[config.mk]
export PLATFORM = sky130hd
export DESIGN_NAME = mul_share_arb
export DESIGN_NICKNAME = d
export VERILOG_FILES = /design/src/rtl/mul_pkg.sv /design/src/rtl/mul_8x8_pipline.sv /design/src/rtl/mul_share_arb.sv
export SDC_FILE = /design/constraint.sdc
export NUM_CORES = 1
export LEC_CHECK = 0
export BUFFER_PORTS_ARGS = -buffer_cell sky130_fd_sc_hd__buf_4
export CORE_AREA = 5 5 104 106
export CTS_CLUSTER_DIAMETER = 40
export DETAILED_ROUTE_END_ITERATION = 16
export DIE_AREA = 0 0 109 111
export PLACE_DENSITY = 0.68
export RECOVER_POWER = 100
export SLEW_MARGIN = 20
export SYNTH_ARGS = -nofsm -noshare
export SYNTH_HDL_FRONTEND = slang
export SYNTH_SLANG_ARGS = --single-unit
[constraint.sdc]
create_clock -name clk_mul8x8 -period 4.35 [get_ports clk_mul8x8]
set_input_delay 0.2175 -clock clk_mul8x8 [delete_from_list [all_inputs] [get_ports clk_mul8x8]]
set_output_delay 0.2175 -clock clk_mul8x8 [all_outputs]
set_load 0.02 [all_outputs]
[src/rtl/mul_pkg.sv]
// Shared constants and types for the shared 8x8 multiplier arbiter.
// The requester count, operand/product widths and pipeline latency live here.
package mul_pkg;

    localparam int N_REQ       = 4;
    localparam int ID_W        = 2;
    localparam int OP_W        = 8;
    localparam int PROD_W      = 16;

    // Structural depth of mul_8x8_pipline: operand, product and output registers.
    localparam int MUL_8X8_LAT = 3;
    localparam int MUL_LAT     = MUL_8X8_LAT;

    typedef struct packed {
        logic            vld;
        logic [ID_W-1:0] id;
    } tag_t;

endpackage

[src/rtl/mul_8x8_pipline.sv]
// Three-stage pipelined unsigned 8x8 multiplier: registers operands, product, then output.
// Latency from operand presentation to product is MUL_8X8_LAT cycles.
module mul_8x8_pipline
    import mul_pkg::*;
(
    input  logic              clk,
    input  logic              rst_n,
    input  logic [OP_W-1:0]   a,
    input  logic [OP_W-1:0]   b,
    output logic [PROD_W-1:0] p
);

    logic [OP_W-1:0]   a_q;
    logic [OP_W-1:0]   b_q;
    logic [PROD_W-1:0] prod_q;
    logic [PROD_W-1:0] p_q;

    always_ff @(posedge clk) begin
        if (!rst_n) begin
            a_q    <= '0;
            b_q    <= '0;
            prod_q <= '0;
            p_q    <= '0;
        end else begin
            a_q    <= a;
            b_q    <= b;
            prod_q <= PROD_W'(a_q) * PROD_W'(b_q);
            p_q    <= prod_q;
        end
    end

    assign p = p_q;

endmodule

[src/rtl/mul_share_arb.sv]
// Round-robin arbiter sharing one pipelined 8x8 multiplier among N_REQ requesters.
// A tag pipeline tracks which requester owns each product as it emerges.
module mul_share_arb
    import mul_pkg::*;
#(
    parameter int N_REQ   = mul_pkg::N_REQ,
    parameter int MUL_LAT = mul_pkg::MUL_LAT
) (
    input  logic                  clk_mul8x8,
    input  logic                  rst,
    input  logic [N_REQ-1:0]      req_vld,
    input  logic [OP_W*N_REQ-1:0] req_a,
    input  logic [OP_W*N_REQ-1:0] req_b,
    output logic [N_REQ-1:0]      req_rdy,
    input  logic                  hold,
    output logic                  res_vld,
    output logic [ID_W-1:0]       res_id,
    output logic [PROD_W-1:0]     res_dout,
    output logic                  busy
);

    // The tag pipeline depth must track the multiplier's real latency.
    if (MUL_LAT != MUL_8X8_LAT) begin : g_bad_lat
        $error("mul_share_arb: MUL_LAT=%0d does not match mul_8x8_pipline latency %0d",
               MUL_LAT, MUL_8X8_LAT);
    end
    if (N_REQ != (1 << ID_W)) begin : g_bad_nreq
        $error("mul_share_arb: N_REQ=%0d does not fit ID_W=%0d", N_REQ, ID_W);
    end

    logic [ID_W-1:0]   ptr_q;
    logic [ID_W-1:0]   grant_idx;
    logic [ID_W-1:0]   cand;
    logic              grant_any;
    logic [OP_W-1:0]   mul_a;
    logic [OP_W-1:0]   mul_b;
    logic [PROD_W-1:0] mul_p;
    logic              mul_rst_n;
    tag_t              tag_q [MUL_LAT];

    // Search from ptr with wraparound; the first valid requester wins.
    always_comb begin
        grant_any = 1'b0;
        grant_idx = '0;
        cand      = '0;
        req_rdy   = '0;
        if (!rst && !hold) begin
            for (int k = 0; k < N_REQ; k++) begin
                cand = ID_W'((int'(ptr_q) + k) % N_REQ);
                if (!grant_any && req_vld[cand]) begin
                    grant_any = 1'b1;
                    grant_idx = cand;
                end
            end
        end
        if (grant_any) begin
            req_rdy[grant_idx] = 1'b1;
        end
    end

    assign mul_a = grant_any ? req_a[int'(grant_idx)*OP_W +: OP_W] : '0;
    assign mul_b = grant_any ? req_b[int'(grant_idx)*OP_W +: OP_W] : '0;

    always_ff @(posedge clk_mul8x8) begin
        if (rst) begin
            ptr_q <= '0;
        end else if (grant_any) begin
            ptr_q <= ID_W'((int'(grant_idx) + 1) % N_REQ);
        end
    end

    // Tags advance in lockstep with the multiplier so ownership lines up with the product.
    always_ff @(posedge clk_mul8x8) begin
        if (rst) begin
            for (int i = 0; i < MUL_LAT; i++) begin
                tag_q[i] <= '0;
            end
        end else begin
            tag_q[0] <= '{vld: grant_any, id: grant_idx};
            for (int i = 1; i < MUL_LAT; i++) begin
                tag_q[i] <= tag_q[i-1];
            end
        end
    end

    always_comb begin
        busy = 1'b0;
        for (int i = 0; i < MUL_LAT; i++) begin
            busy = busy | tag_q[i].vld;
        end
        busy = busy & ~rst;
    end

    assign res_vld   = tag_q[MUL_LAT-1].vld & ~rst;
    assign res_id    = tag_q[MUL_LAT-1].id;
    assign res_dout  = mul_p;
    assign mul_rst_n = ~rst;

    mul_8x8_pipline u_mul (
        .clk   (clk_mul8x8),
        .rst_n (mul_rst_n),
        .a     (mul_a),
        .b     (mul_b),
        .p     (mul_p)
    );

endmodule
==> flow_metrics.tcl, run 1 <==
set metrics [dict create \
    synth_area_leaders "dfxtp_1, fa_1, ha_1" \
    cts.htree.levels 3 \
    fin_crit_ns 4.123 \
    max-vdd-ir-drop_uv 125.2 \
    grt_max_degree 53 \
    cts_setup_buffers 0 \
    wirelength_um 9163 \
    cap_violations 0 \
    rsz0062_at_grt "false" \
    power_uw 1550 \
    post-place-ws_ns 0.01975 \
    maxSlewViolCount 0 \
    synth_area_leader_cell "dfxtp_1" \
    yosys_register_bits 59 \
    dr_total_vias 3420 \
    nets 707 \
    multi_input_area_sq_um 2813 \
    area_growth_pct 22.83 \
    numCtsBuffers 9 \
    syn_avg_cell_area_sq_um 9.314 \
    post-route-util_pct 55.05 \
    tns_ns 0 \
    io_pins 95 \
    drc 0 \
    antenna_found_initial 0 \
    cts.sinks 59 \
    path_clk_slew_ns 0.07 \
    dp_hpwl_um 7500 \
    final_cell_mix "buf_4, inv_1, dfxtp_1, and2_1, ha_1" \
    ys_seq_area_share_pct 27.21 \
    p_leak_uw 0.002601 \
    crit_arrival_ns 4.34 \
    coreArea_sq_um 9684 \
    outcome "completed" \
    clkLatencyLatePin_ns 0.35 \
    final_cell_count_no_fill 698 \
    first_iter_violations 91 \
    intPower_uw 1129 \
    synth.distinct_cells 47 \
    maxSlewHeadroom_pct 12.96 \
    fmax_mhz 242.6 \
    power.switching_uw 420.6 \
    n_fill_cell 910 \
    wire_per_inst_um 13.13 \
    via_per_inst 4.900 \
    tritoncts "built" \
    crit_path_start_kind "flip-flop" \
    cts_buffer_depth 2 \
    netlist_area_sq_um 4340 \
    grtUsageTotal_pct 16.27 \
    combPwrFrac_pct 20.4 \
    root_buffer "clkbuf_8" \
    yosys_most_used_dff "dfxtp_1" \
    grt_pass1_vias 3573 \
    crit_fanout 8 \
    grt_overflow 0 \
    ys_async_sr_fraction_pct 0 \
    synth_cells 466 \
    io_buffers 94 \
    p_per_area_nw_per_um2 290.7 \
    die_width_um 109 \
    switching_share_pct 27.14 \
    syn-num-nets 613 \
    setup_viol 0 \
    p_seq_share_pct 39.7 \
    hp-class "input pin to flip-flop" \
    setup_ws_ns 0.2275 \
    crit_required_ns 4.57 \
    placementRows 36 \
    fin_crit_sh_pct 94.77 \
    finalHoldViolCount 0 \
    skew_ns 0.006885 \
    ant_nets 0 \
    drive_above_1_share_pct 19.12 \
    die-area_sq_um 12100 \
    path_class "flip-flop to flip-flop" \
    final_common_cell "buf_4" \
    antenna_cells 0 \
    synth_top_area_share_pct 27.21 \
    cp-end-kind "flip-flop" \
    synth_edf_count 0 \
    dp.cells 682 \
    initial_core_util_pct 44.82 \
    gp_congestion 0.8507 \
    yosysWarnings 0 \
    die_h_um 111 \
    ff_latch_area_sq_um 1192 \
    worst_slew_pin_slew_ns 1.306 \
    dr.pass1.iters 4 \
    grt_first_pass_wirelength_um 16060 \
    pwr-share-clk_pct 39.9 \
]
power by group through the flow:
stage,combinational (uW),sequential [uW],clock [uW]
2_1_floorplan,203,625,0
3_3_place_gp,320,624,0
3_5_place_dp,325,626,0
4_1_cts,329,614,634
5_1_grt,364,622,658
6_report,316,615,619
per-layer routing:
layer	global-route usage (%)	wire, um	vias up	part of all wire (%)
li1	-	-	1743	-
met1	21.21	4164	1547	45
met2	25.10	4107	109	45
met3	4.426	704	21	7.7
met4	6.987	187	0	2.0
met5	0	0	-	0
cell type report:
cell class / count / share of cell area [%]
multi-input combinational: 325 / 52.76
sequential: 59 / 22.37
timing repair buffer: 101 / 12.44
inverter: 64 / 4.647
tap: 133 / 3.121
clock buffer: 10 / 2.582
clock inverter: 6 / 2.089
per-stage QoR:
stage	hold WS [ns]	area, sq um
after global routing	0.1248	5331
after detailed placement	0.4231	5171
after global placement	0.4164	5171
after CTS	0.1151	5420
after floorplan	0.2959	4340
final	0.1301	5331
synthesized netlist by cell type (2+ instances only):
master,instances
mux2i_1,16
o211ai_1,19
dfxtp_1,59
nor2b_1,30
o31ai_1,2
inv_1,63
buf_4,2
o21ai_0,5
or3_1,2
a21o_1,2
clkbuf_1,10
a21oi_1,7
buf_2,2
nor3_1,10
o21bai_1,2
fa_1,36
nand2_1,24
a221oi_1,3
xnor2_1,2
o311ai_0,2
and4_1,2
a211oi_1,2
ha_1,40
and2_1,52
nand4_1,17
nand3_1,19
o21a_1,6
buf_6,2
nor2_1,10
final timing paths:
check                         from               end  slack (ns)  cells after the start
setup / recovery      u_mul.b_q[7]  u_mul.prod_q[13]        0.23                     15
hold / removal           req_b[18]      u_mul.b_q[2]        0.13                      3
setup reg to reg      u_mul.b_q[7]  u_mul.prod_q[13]        0.23                     15
hold reg to reg   u_mul.prod_q[13]       u_mul.p[13]        0.43                      1
kinds of logic after synthesis:
| group | synth area share, % |
|---|---|
| AO/OA/AOI/OAI | 9.887 |
| buffers and inverters | 8.100 |
| multiplexers | 3.690 |
| flip-flops | 27.21 |
| AND/OR/NAND/NOR | 22.37 |
| XOR/XNOR | 0.6055 |
| adder cells (fa/ha/maj) | 28.13 |
what timing repair did:
item / in CTS / in global routing
resized for setup: 1 / 16
endpoints found under the setup margin: 1 / 7
pin swaps: 0 / 0
hold buffers: 0 / 0
sequential cells by signal (all words and copies together) (netlist names):
register,count
u_mul.p,16
tag_q,9
ptr_q,2
u_mul.prod_q,16
u_mul.b_q,8
u_mul.a_q,8
worst max-delay path, stage by stage (launching register included):
cell and delay, ns:
dfxtp_2 0.39, nand2_1 0.09, fa_1 0.51, fa_1 0.54
inv_1 0.06, fa_1 0.53, inv_1 0.05, fa_1 0.52
inv_1 0.04, ha_1 0.29, buf_4 0.15, o21a_1 0.10
o31a_1 0.16, o21a_1 0.24, nor4_1 0.24, nor3b_2 0.08
No activity file was read; power rests on OpenSTA's default activity.
==> run 2, diff against run 1 <==
--- a/config.mk
+++ b/config.mk
@@ -6,10 +6,10 @@
 export NUM_CORES = 1
 export LEC_CHECK = 0
 export BUFFER_PORTS_ARGS = -buffer_cell sky130_fd_sc_hd__buf_4
-export CORE_AREA = 5 5 104 106
+export CORE_AREA = 2 2 101 103
 export CTS_CLUSTER_DIAMETER = 40
 export DETAILED_ROUTE_END_ITERATION = 16
-export DIE_AREA = 0 0 109 111
+export DIE_AREA = 0 0 103 105
 export PLACE_DENSITY = 0.68
 export RECOVER_POWER = 100
 export SLEW_MARGIN = 20
==> run 2 against run 1 <==
Net effect:
- hold slack worse by 0.014 ns
- global-route usage up 1.9 points
- via count is 0.47% higher
- critical endpoint is now u_mul.prod_q[14]
- the run now ends with capacitance limit, slew limit left
- routed wire length decreased by 2.6%
- sequential cell count unchanged
- critical path type unchanged
- design area fell by 2.2%
- clock power down 32%
==> flow_metrics.tcl, run 2 (synthesis gave the netlist of run 1 again) <==
set metrics [dict create \
    hold_depth 3 \
    crit_required_ns 4.59 \
    drc 0 \
    path_class "flip-flop to flip-flop" \
    hold_ws_ns 0.1156 \
    hp-class "input pin to flip-flop" \
    cpMaxStageDelayCell "fa_1" \
    wirelength_um 8924 \
    die_width_um 103 \
    ant_nets 0 \
    fin_crit_ns 4.136 \
    grt_max_degree 53 \
    p_seq_share_pct 45.8 \
    die_h_um 105 \
    nets 704 \
    r2r_setup_slack_ns 0.21 \
    wire_per_inst_um 12.84 \
    drive_above_1_share_pct 18.33 \
    rsz0062_at_grt "false" \
    final_cell_count_no_fill 695 \
    cts.htree.levels 3 \
    power_uw 1348 \
    reg2reg_from "u_mul.b_q[5]" \
    coreArea_sq_um 9639 \
    fin_crit_sh_pct 95.08 \
    ff2ff_path_depth 13 \
    outcome "complete, but fails checks" \
    crit_arrival_ns 4.37 \
    maxSlewViolCount 9 \
    grt_first_pass_wirelength_um 15710 \
    grt_overflow 0 \
    grt_use_met2_pct 28.99 \
    path_clk_slew_ns 0.07 \
    dp_hpwl_um 7221 \
    setup_viol 0 \
    worstPathCellList "nand2_1, fa_1, fa_1, inv_1, fa_1, inv_1, fa_1, inv_1, ha_1, and4_1, a211oi_1, o21ai_1, o311ai_1" \
    cts.sinks 59 \
    p_per_area_nw_per_um2 258.4 \
    final_cell_mix "buf_4, inv_1, dfxtp_1, and2_1, ha_1" \
    use_met3_pct 5.084 \
    initial_core_util_pct 45.03 \
    cap_violations 1 \
    worstHoldStart "req_b[17]" \
    die-area_sq_um 10820 \
    maxSlewHeadroom_pct -66.01 \
    antenna_found_initial 0 \
    cts_buffer_depth 2 \
    grt_busiest_layer "met2" \
    r2r-end "u_mul.prod_q[14]" \
    dr_total_vias 3436 \
    grtUsageTotal_pct 18.19 \
    pwr-share-clk_pct 31.4 \
    gp_congestion 0.8650 \
    finalHoldViolCount 0 \
    io_buffers 94 \
    tns_ns 0 \
    area_growth_pct 20.18 \
    combPwrFrac_pct 22.8 \
    power.switching_uw 416.9 \
    grt_pass1_vias 3503 \
    dr.pass1.iters 4 \
    first_iter_violations 90 \
    fmax_mhz 241.8 \
    p_leak_uw 0.002545 \
    cts_setup_buffers 0 \
    numCtsBuffers 9 \
    via_per_inst 4.944 \
    placementRows 36 \
    worst_slew_pin_slew_ns 2.459 \
    crit_path_start_kind "flip-flop" \
    cp-end-kind "flip-flop" \
    clkLatencyLatePin_ns 0.35 \
    skew_ns 0.009821 \
    critPathMaxStageDelay_ns 0.54 \
    intPower_uw 931.2 \
    tritoncts "built" \
    io_pins 95 \
    root_buffer "clkbuf_8" \
    dp.cells 679 \
    max-vdd-ir-drop_uv 104.1 \
    antenna_cells 0 \
    hold_path_end "u_mul.b_q[1]" \
    final_common_cell "buf_4" \
    crit_fanout 8 \
    use_met1_pct 23.43 \
    crit_top_cell "fa_1" \
    switching_share_pct 30.93 \
    violations "capacitance limit, slew limit" \
]
## run 2: area by class of cell
cell class,instances,area [sq um]
inverters,64,247.7
fillers,920,4423
clock inverters,7,45.04
well taps,133,166.4
clock buffers,9,123.9
flip-flops and latches,59,1194
multi-input cells,325,2799
repair buffers,98,640.6
## run 2: through the flow
step / setup slack, ns / util (%) / area (sq um)
2_1_floorplan: 0.3354 / - / 4340
3_3_place_gp: 0.1529 / 53.41 / 5149
3_5_place_dp: -0.05671 / 53.41 / 5149
4_1_cts: 0.01567 / 55.17 / 5318
6_report: 0.2140 / 54.11 / 5216
5_1_grt: 0.005357 / 54.11 / 5216
## run 2: worst max path at each step
stage          depth (start not counted)  slack [ns]                to          from
2_1_floorplan                         13        0.34  u_mul.prod_q[14]  u_mul.b_q[7]
3_3_place_gp                          13        0.15  u_mul.prod_q[14]  u_mul.b_q[7]
3_5_place_dp                          13       -0.06  u_mul.prod_q[14]  u_mul.b_q[7]
4_1_cts                               13        0.02  u_mul.prod_q[14]  u_mul.b_q[7]
5_1_grt                               12       0.005  u_mul.prod_q[14]  u_mul.a_q[6]
6_report                              13        0.21  u_mul.prod_q[14]  u_mul.b_q[5]
## run 2: worst max-delay path, delay by kind of cell (launching register included)
family	cells	cell delay (ns)
buf+inv	3	0.14
compound gates	3	0.73
fa+ha+maj	5	2.42
flops	1	0.43
simple gates	2	0.31
## run 2: metal layers
metal | wire, um | vias up
li1 | - | 1740
met1 | 4047 | 1552
met3 | 577 | 15
met4 | 175 | 0
met2 | 4123 | 129
met5 | 0 | -
## run 2: power groups by stage
stage | Combinational [uW] | Clock [uW] | Sequential (uW)
2_1_floorplan | 203 | 0 | 625
4_1_cts | 321 | 440 | 616
3_3_place_gp | 311 | 0 | 627
5_1_grt | 354 | 466 | 626
3_5_place_dp | 318 | 0 | 629
6_report | 307 | 423 | 618
## run 2: what timing repair did
action                                  CTS  global route
endpoints found under the setup margin    1             6
hold buffers                              0             0
resized for setup                         1            12
